### src/rtl/bus_master.sv
// Single-outstanding bus master: accepts one user request, decodes it onto two slaves, returns one response.
// Optional WAIT-state abort counter enabled by defining BUS_MASTER_TIMEOUT_EN.
module bus_master #(
  parameter int TIMEOUT_CYCLES = 15
) (
  input  logic        clk,
  input  logic        rst,
  input  logic        req_valid,
  output logic        req_ready,
  input  logic        req_mode,
  input  logic [15:0] req_addr,
  input  logic [7:0]  req_wdata,
  output logic        rsp_valid,
  output logic [7:0]  rsp_rdata,
  output logic        rsp_err,
  output logic        mode,
  output logic [15:0] addr,
  output logic [7:0]  wdata,
  output logic        valid,
  output logic [1:0]  sl,
  input  logic [7:0]  rdata,
  input  logic        ready
);

  typedef enum logic [1:0] {IDLE, WAIT, RESP} state_t;

  state_t      state_q, state_d;
  logic        mode_q, mode_d;
  logic [15:0] addr_q, addr_d;
  logic [7:0]  wdata_q, wdata_d;
  logic        valid_q, valid_d;
  logic [1:0]  sl_q, sl_d;
  logic [7:0]  rsp_rdata_q, rsp_rdata_d;
  logic        rsp_err_q, rsp_err_d;

`ifdef BUS_MASTER_TIMEOUT_EN
  localparam int CNT_W = $clog2(TIMEOUT_CYCLES + 1);
  logic [CNT_W-1:0] cnt_q, cnt_d;
`else
  logic unused_timeout;
  assign unused_timeout = (TIMEOUT_CYCLES != 0);
`endif

  // Each slave owns a 2 KB window at the bottom of the map.
  logic [1:0] dec_sl;
  logic       dec_err;

  always_comb begin
    dec_sl  = 2'b00;
    dec_err = 1'b0;
    case (req_addr[15:11])
      5'd0:    dec_sl  = 2'b01;
      5'd1:    dec_sl  = 2'b10;
      default: dec_err = 1'b1;
    endcase
  end

  always_comb begin
    state_d     = state_q;
    mode_d      = mode_q;
    addr_d      = addr_q;
    wdata_d     = wdata_q;
    valid_d     = valid_q;
    sl_d        = sl_q;
    rsp_rdata_d = rsp_rdata_q;
    rsp_err_d   = rsp_err_q;
`ifdef BUS_MASTER_TIMEOUT_EN
    cnt_d       = cnt_q;
`endif
    case (state_q)
      IDLE: begin
        if (req_valid) begin
          if (dec_err) begin
            rsp_err_d   = 1'b1;
            rsp_rdata_d = 8'h00;
            state_d     = RESP;
          end else begin
            mode_d  = req_mode;
            addr_d  = req_addr;
            wdata_d = req_wdata;
            valid_d = 1'b1;
            sl_d    = dec_sl;
            state_d = WAIT;
`ifdef BUS_MASTER_TIMEOUT_EN
            cnt_d   = '0;
`endif
          end
        end
      end
      WAIT: begin
        if (ready) begin
          rsp_rdata_d = mode_q ? 8'h00 : rdata;
          rsp_err_d   = 1'b0;
          valid_d     = 1'b0;
          sl_d        = 2'b00;
          state_d     = RESP;
        end
`ifdef BUS_MASTER_TIMEOUT_EN
        // ready on the final cycle still wins over the abort.
        else if (cnt_q == CNT_W'(TIMEOUT_CYCLES - 1)) begin
          rsp_rdata_d = 8'h00;
          rsp_err_d   = 1'b1;
          valid_d     = 1'b0;
          sl_d        = 2'b00;
          state_d     = RESP;
        end else begin
          cnt_d = cnt_q + 1'b1;
        end
`endif
      end
      RESP: state_d = IDLE;
      default: state_d = IDLE;
    endcase
  end

  always_ff @(posedge clk or posedge rst) begin
    if (rst) begin
      state_q     <= IDLE;
      mode_q      <= 1'b0;
      addr_q      <= 16'h0000;
      wdata_q     <= 8'h00;
      valid_q     <= 1'b0;
      sl_q        <= 2'b00;
      rsp_rdata_q <= 8'h00;
      rsp_err_q   <= 1'b0;
`ifdef BUS_MASTER_TIMEOUT_EN
      cnt_q       <= '0;
`endif
    end else begin
      state_q     <= state_d;
      mode_q      <= mode_d;
      addr_q      <= addr_d;
      wdata_q     <= wdata_d;
      valid_q     <= valid_d;
      sl_q        <= sl_d;
      rsp_rdata_q <= rsp_rdata_d;
      rsp_err_q   <= rsp_err_d;
`ifdef BUS_MASTER_TIMEOUT_EN
      cnt_q       <= cnt_d;
`endif
    end
  end

  assign req_ready = (state_q == IDLE);
  assign rsp_valid = (state_q == RESP);
  assign rsp_rdata = rsp_rdata_q;
  assign rsp_err   = rsp_err_q;
  assign mode      = mode_q;
  assign addr      = addr_q;
  assign wdata     = wdata_q;
  assign valid     = valid_q;
  assign sl        = sl_q;

endmodule
### config.mk
export PLATFORM = sky130hd
export DESIGN_NAME = bus_master
export DESIGN_NICKNAME = d
export VERILOG_FILES = /design/src/rtl/bus_master.sv
export SDC_FILE = /design/constraint.sdc
export NUM_CORES = 1
export LEC_CHECK = 0
export ABC_AREA = 1
export BUFFER_PORTS_ARGS = -buffer_cell sky130_fd_sc_hd__buf_2
export CORE_ASPECT_RATIO = 0.75
export CORE_MARGIN = 2
export CORE_UTILIZATION = 46
export CTS_CLUSTER_SIZE = 24
export DETAILED_ROUTE_END_ITERATION = 6
export GPL_TIMING_DRIVEN = 0
export MAX_ROUTING_LAYER = met4
export PLACE_DENSITY = 0.79
export SYNTH_ARGS = -nofsm -noshare
export SYNTH_HDL_FRONTEND = slang
export SYNTH_SLANG_ARGS = --single-unit
### constraint.sdc
create_clock -name clk -period 1.4 [get_ports clk]
set_clock_uncertainty 0.1 [all_clocks]
set_input_delay 0.35 -clock clk [delete_from_list [all_inputs] [get_ports clk]]
set_output_delay 0.35 -clock clk [all_outputs]
set_load 0.02 [all_outputs]
Word-level counts from Yosys, hierarchy flattened
Cells that the tools add are included.
{"block": "totals", "ff_bits": 39, "input_bits": 37, "output_inout_bits": 39, "elab_cells": 44}
{"block": "op_classes", "eq_ne": 7, "n_mux": 21, "reduce_logical": 8}
{"op": "two-way mux 8 bit", "count": 4}
{"op": "case mux 8 bit (2 select lines)", "count": 1}
{"op": "two-way mux 2 bit", "count": 6}
{"op": "case mux 2 bit (2 select lines)", "count": 3}
{"op": "inequality test 2 bit (second input constant)", "count": 4}
{"op": "AND reduction 4 bit", "count": 2}
{"op": "equality test 5 x 1 -> 1 bit (second input constant)", "count": 1}
{"op": "zero test 5 bit", "count": 1}
{"op": "two-way mux 1 bit", "count": 5}
{"op": "case mux 1 bit (2 select lines)", "count": 2}
{"op": "AND reduction 3 bit", "count": 1}
{"op": "equality test 2 x 1 -> 1 bit (second input constant)", "count": 1}
{"op": "equality test 2 bit (second input constant)", "count": 1}
{"op": "zero test 2 bit", "count": 1}
{"op": "AND reduction 2 bit", "count": 1}
{"op": "nonzero test 2 bit", "count": 1}
{"op": "OR reduction 2 bit", "count": 1}

Longest topological paths before layout
Gate-level depths: netlist (run 1).
{"block": "logic_depth", "word_depth": 5, "mapped_depth": 7, "mapped_depth_nobuf": 6}

Worst setup path after synthesis (run 1)
No wires, ideal clock.
{"block": "synth_path", "kind": "register -> register", "start": "register state_q[0]", "end": "register addr_q[2] (netlist: addr[2])", "arrival_ns": 1.154, "slack_ns": 0.029, "path_stages_with_launch": 8, "path_buffers": 1, "cell_sequence": "dfrtp_1 -> nor2_4 -> nand2_4 -> nor2_8 -> inv_4 -> buf_6 -> nand2_1 -> nand2_1"}
{"block": "synth_between", "elab_chain_cells": 2}
{"element": "from (decl)", "line": "27", "text": "state_t state_q, state_d;"}
{"element": "from (signal assigned)", "line": "130", "text": "state_q <= state_d;"}
{"element": "zero test 2 bit"}
{"element": "net req_ready", "line": "9", "text": "output logic req_ready,"}
{"element": "AND reduction 3 bit (no line)"}
{"element": "to (signal assigned)", "line": "132", "text": "addr_q <= addr_d;"}
{"element": "to (decl)", "line": "29", "text": "logic [15:0] addr_q, addr_d;"}
The timed path passes the listed nets, and every way through them passes these cells.
A chain may end at the register's enable or synchronous reset.

Final worst setup path (run 1)
{"block": "layout_path", "start": "register state_q[1]", "end": "output rsp_valid"}
{"block": "layout_between", "elab_chain_cells": 1}
{"element": "equality test 2 bit", "line": "145", "text": "assign rsp_valid = (state_q == RESP);"}
{"element": "to (decl)", "line": "13", "text": "output logic rsp_valid,"}
No other way between the ends.

==> results of run 1 <==
cells in the mapped netlist (all sizes together):
master,number
o21ai,2
nand2,101
nor2,17
nand3,11
inv,10
dfrtp,39
clkinv,1
buf,5
state kept, by name, indices dropped and copies added, names as in the netlist:
register,count
addr,16
mode,1
rsp_err,1
rsp_rdata,8
sl,2
state_q,2
valid,1
wdata,8
power by group:
| group | switching, mW | internal, mW | leakage, nW |
|---|---|---|---|
| clock | 0.380 | 0.448 | 0.0505 |
| sequential | 0.135 | 1.34 | 0.504 |
| combinational | 0.575 | 0.343 | 0.828 |
layer usage:
metal,wire (microns),part of all wire (%),track usage [%],up-vias
li1,-,-,-,742
met3,226,6.3,4.71,2
met2,1630,45,28.4,51
met1,1700,47,25.4,632
met5,0,0,-,-
met4,27,0.75,6.35,0
worst register-to-register path, delay by kind of cell, from the launching register on:
kind	cells	cell delay (ps)
buffers and inverters	2	250
AND/OR/NAND/NOR	5	530
flip-flops	1	420
path summary, 6_finish.rpt:
check	startpoint	endpoint	slack (ps)	cells past startpoint
max reg2reg	state_q[1]	addr[10]	10	7
max in group asynchronous	rst	state_q[0]	540	2
min	rst	addr[14]	110	2
min reg2reg	sl[1]	sl[1]	370	2
max	state_q[1]	rsp_valid	-50	3
min in group clk	ready	state_q[0]	150	2
final cells by class:
type / count / area [sq um]
flip-flops and latches: 39 / 977
fillers: 288 / 975
multi-input cells: 132 / 649
repair buffers: 81 / 468
clock buffers: 7 / 96.3
plain buffers: 5 / 63.8
well taps: 40 / 50.0
inverters: 11 / 46.3
clock inverters: 1 / 7.51
cells by family (layout without fill, tap and decap cells):
family / Yosys count / count (layout) / synth area share, %
compound gates: 2 / 2 / 0.843
buf+inv: 16 / 105 / 5.90
flops: 39 / 39 / 59.8
simple gates: 129 / 130 / 33.5
stage by stage:
step                      setup TNS, ps  instances  utilization [%]  hold WS [ps]
final                             -87.6        316             70.8           110
after global routing              -1280        316             70.8           139
after floorplan                       0        186                -           332
after detailed placement          -3630        301             61.7           353
after CTS                          -120        310             65.6           137
after global placement           -18730        301             61.7           349
timing repair:
action                                  CTS  global route
buffers inserted                          1             3
endpoints found under the setup margin   18            33
gates resized for setup                   7            29
pin swaps                                 1             4
hold endpoints to repair                  0             0
hold buffers                              0             0
cloned                                    0             3
==> summary.md, run 1 <==
| Metric | Value |
|---|---|
| Io pins | `76` |
| Initial Util | `between 40% and 50%` |
| Worst setup SP type | `flop` |
| Vias per cell | `4.52` |
| Synth top area cells | `dfrtp_1 (60%), nand2_1 (22%), nor2_1 (3.4%)` |
| CTS H-Tree Depth | `2` |
| Crit Path Category | `flop to primary output` |
| Drt drc | `0` |
| Worst-path maximum fanout | `3` |
| Most common cell after layout, fill and taps aside | `nand2_1` |
| Pre-CTS setup slack | `-165 ps` |
| Worst EP arrival | `1000 ps` |
| Final hold vios | `0` |
| Seq cells post-synth | `39` |
| TritonCTS clock tree | `done` |
| Max-cap violation count | `0` |
| Setup WS post-layout | `-47.7 ps` |
| Hold Crit Class | `primary input to asynchronous set/reset pin` |
| Post-DP HPWL | `around 2500 microns` |
| Crit path time final | `1450 ps` |
| Syn Inst Count | `186` |
| Drt first pass iters | `4` |
| Synthesized area | `around 1600 sq um` |
| Post-DRT Antenna Nets | `0` |
| RSZ-0062 raised after global routing | `true` |
| Required @ worst endpoint | `950 ps` |
| Tot GR Track Use | `about a fifth` |
| # port buffers | `75` |
| Syn Nets | `223` |
| Routed wire length | `around 3600 microns` |
| Clock buffer depth | `2` |
| Final setup vio count | `2` |
| Row count | `18` |
| Worst path slowest cell | `dfrtp_1` |
| Core region area | `roughly 3300 sq um` |
| Share of the synthesized area in the top cell type | `59.8%` |
| Cell accounting for the most synthesized area | `dfrtp_1` |
| Peak VDD IR | `~970 uV` |
| Sequential fraction of the synthesis area | `59.8%` |
| Crit end category | `primary output` |
| Synthesis-to-layout area growth | `44.4%` |
| Outcome | `finished with violations` |
| Least-Margin Pin Slew | `slightly below 800 ps` |
| Fraction of layout cells with a size suffix above 1 | `between 40% and 50%` |
| Area of the die | `4050 sq um` |
| Placed instance area | `between 2000 and 2500 sq um` |
| CTS Sinks | `39` |
| Clock-pin transition on the worst setup and hold timing paths | `70 ps` |
| Yosys Warn Count | `0` |
| DR iter-0 viols | `70` |
| DR vias | `around 1400` |
| Final worst-path cycle share | `103%` |
| Initial antenna violation count | `0` |
| Most frequent cells in the layout | `nand2_1 (76), buf_2 (73), dfrtp_1 (38)` |
| Total power draw | `3.22 mW` |
| Average routed wire per standard cell | `11.3 microns` |
| Root Driver | `clkbuf_8` |
| Critical path buffer and inverter count | `2` |
| Worst-skew pair later-pin latency | `280 ps` |
| Final-report max-slew violation count | `0` |
| Vias in the first global route | `between 1000 and 1500` |
| Syn avg cell area | `between 8 and 9 sq um` |
| Netlist cell types | `16` |
| PwrDens | `1370 nW/um^2` |
| Leakage | `1.38 nW` |
| Critical path's top delay family | `flip-flops` |
| Design area | `2360 sq um` |
| Largest net degree at the start of global routing | `40` |
| Failing checks | `negative setup slack` |
| Total gr overflow | `0` |
| Critical path, cell by cell | `inv_2, nor2_2, buf_6` |
| Die Span Y | `55.6 microns` |
| First-pass GRT wire length | `5830 microns` |
| ANT cells | `0` |
| Cts bufs inserted | `5` |
| Worst slew margin | `47.2%` |
| Nets | `312` |
| Gpl congestion | `approximately 0.74` |
| Largest stage delay, worst path | `400 ps` |
| Max Fclk | `~700 MHz` |
| Die W | `72.8 microns` |
(Power assumes the default switching activity.)
==> inputs of run 2 (changes only) <==
- CORE_UTILIZATION: 46 -> 41
- PLACE_DENSITY: 0.79 -> 0.75
- TNS_END_PERCENT: unset -> 30
- clock period: 1.4 -> 1.2 ns (I/O delays scaled with it)
==> summary.md, run 2 (synthesis results as in run 1) <==
| Metric | Value |
|---|---|
| Failing checks | `negative setup slack` |
| Sw Share | `33.8%` |
| R2R Setup Slk | `-200 ps` |
| PwrDens | `approximately 1500 nW/um^2` |
| Post-DRT Antenna Nets | `0` |
| Root Driver | `clkbuf_8` |
| Io pins | `76` |
| Largest net degree at the start of global routing | `40` |
| Internal Dissipation | `about 2.4 mW` |
| Clk network pwr share | `23.3%` |
| Final setup vio count | `77` |
| Final-report max-slew violation count | `0` |
| Initial antenna violation count | `0` |
| Outcome | `finished with violations` |
| Required @ worst endpoint | `roughly 800 ps` |
| Crit end category | `primary output` |
| Post-DP HPWL | `~2400 microns` |
| Total gr overflow | `0` |
| # port buffers | `75` |
| Setup WS post-layout | `-222 ps` |
| Max-cap violation count | `0` |
| Number of flip-flops in the largest register | `16` |
| Peak VDD IR | `1090 uV` |
| Die Span Y | `58.7 microns` |
| Placed cells | `313` |
| Placed instance area | `~2100 sq um` |
| Hold Crit Class | `primary input to asynchronous set/reset pin` |
| Area of the die | `4510 sq um` |
| Worst slew margin | `~46%` |
| Hold WS | `64.2 ps` |
| Final std cells w/o fill | `328` |
| Nets | `about 310` |
| CTS Hold Buffers Added | `0` |
| Initial Util | `43.7%` |
| Tot GR Track Use | `between 15 and 20%` |
| Worst-skew pair later-pin latency | `roughly 280 ps` |
| Leakage | `between 1 and 1.5 nW` |
| Max Fclk | `703 MHz` |
| Worst EP arrival | `a little over 1000 ps` |
| Total power draw | `3.67 mW` |
| Drt first pass iters | `4` |
| Vias per cell | `4.53` |
| DR iter-0 viols | `53` |
| Routed wire length | `3770 microns` |
| TritonCTS clock tree | `done` |
| Design area | `2410 sq um` |
| Cts bufs inserted | `5` |
| Final hold vios | `0` |
| Drt drc | `0` |
| Most common cell after layout, fill and taps aside | `nand2_1` |
| Worst path slowest cell | `dfrtp_2` |
| Crit path time final | `1420 ps` |
| Combinational Power Share | `30.2%` |
| Row count | `19` |
| Core region area | `3730 sq um` |
| Synthesis-to-layout area growth | `47.7%` |
| Fraction of layout cells with a size suffix above 1 | `48.9%` |
| Average routed wire per standard cell | `roughly 11 microns` |
| Vias in the first global route | `around 1400` |
| DR vias | `1486` |
| CTS H-Tree Depth | `2` |
| Clock buffer depth | `2` |
| Most frequent cells in the layout | `nand2_1 (74), buf_2 (70), dfrtp_1 (38)` |
| Reg power frac | `46.5%` |
| ANT cells | `0` |
| Critical path, cell by cell | `nor2_4, buf_6` |
| Largest stage delay, worst path | `around 450 ps` |
| Net Sw Power | `1.24 mW` |
| Least-Margin Pin Slew | `808 ps` |
| First-pass GRT wire length | `~6100 microns` |
| Final worst-path cycle share | `119%` |
| Crit Path Category | `flop to primary output` |
| Worst-path maximum fanout | `5` |
| Clock-pin transition on the worst setup and hold timing paths | `70 ps` |
| Die W | `76.9 microns` |
| Gpl congestion | `0.729` |
| RSZ-0062 raised after global routing | `true` |
| CTS Sinks | `39` |
| Worst setup SP type | `flop` |
==> run 2: cell types whose count changed in the layout (fill, tap and decap cells not counted), moves of 2 or more <==
cell / previous run / this run
buf_6: 5 / 10
nor2_1: 14 / 10
nor2_2: 1 / 5
buf_2: 73 / 70
buf_8: 2 / 4
clkbuf_16: 2 / 0
nand2_1: 76 / 74
==> run 2: stage by stage <==
step / worst slack [ps] / utilization, % / TNS (ps)
2_1_floorplan: -170 / - / -4500
3_3_place_gp: -295 / 55.7 / -8590
3_5_place_dp: -303 / 55.7 / -8880
4_1_cts: -207 / 62.2 / -6100
5_1_grt: -284 / 64.6 / -10630
6_report: -222 / 64.6 / -6090
==> run 2: layer usage <==
layer,up-vias,routed length [microns],track usage [%]
met4,0,23,4.68
met2,50,1710,26.6
li1,746,-,-
met1,685,1760,24.3
met5,-,0,-
met3,5,276,5.06
==> run 2: power by group through the flow <==
stage                     sequential [mW]  clock, mW  combinational, mW
after global routing                 1.73      0.951               1.21
after global placement               1.71          0              0.981
after floorplan                      2.02          0              0.309
final                                1.71      0.855               1.11
after detailed placement             1.71          0               1.00
after CTS                            1.69      0.883               1.04
==> run 2: cell type report <==
type                            count  area, sq um
Fill cell                         331         1320
Multi-Input combinational cell    131          658
Sequential cell                    39          977
Clock buffer                        6         82.6
Tap cell                           52         65.1
Clock inverter                      1         5.00
Inverter                           11         50.0
Buffer                              5         63.8
Timing Repair Buffer               83          509
==> run 2: critical path, delay by kind of cell (launching register included) <==
family / cells / cell delay [ps]
DFF: 1 / 450
and+or+nand+nor: 1 / 160
buffers and inverters: 1 / 140
==> run 2: worst paths after layout <==
path / endpoint / from / depth (start not counted)
hold / removal: sl[1] / rst / 2
setup / recovery: req_ready / state_q[0] / 2
hold reg to reg: rsp_err / rsp_err / 2
min in group clk: state_q[0] / ready / 2
setup reg to reg: addr[8] / state_q[0] / 7
max in group asynchronous: state_q[0] / rst / 2
==> run 2: repair_timing <==
action | 4_1_cts | 5_1_grt
gates cloned | 4 | 0
gates resized for setup | 26 | 32
setup endpoints to repair | 77 | 78
setup buffers | 4 | 0
pin swaps | 12 | 15
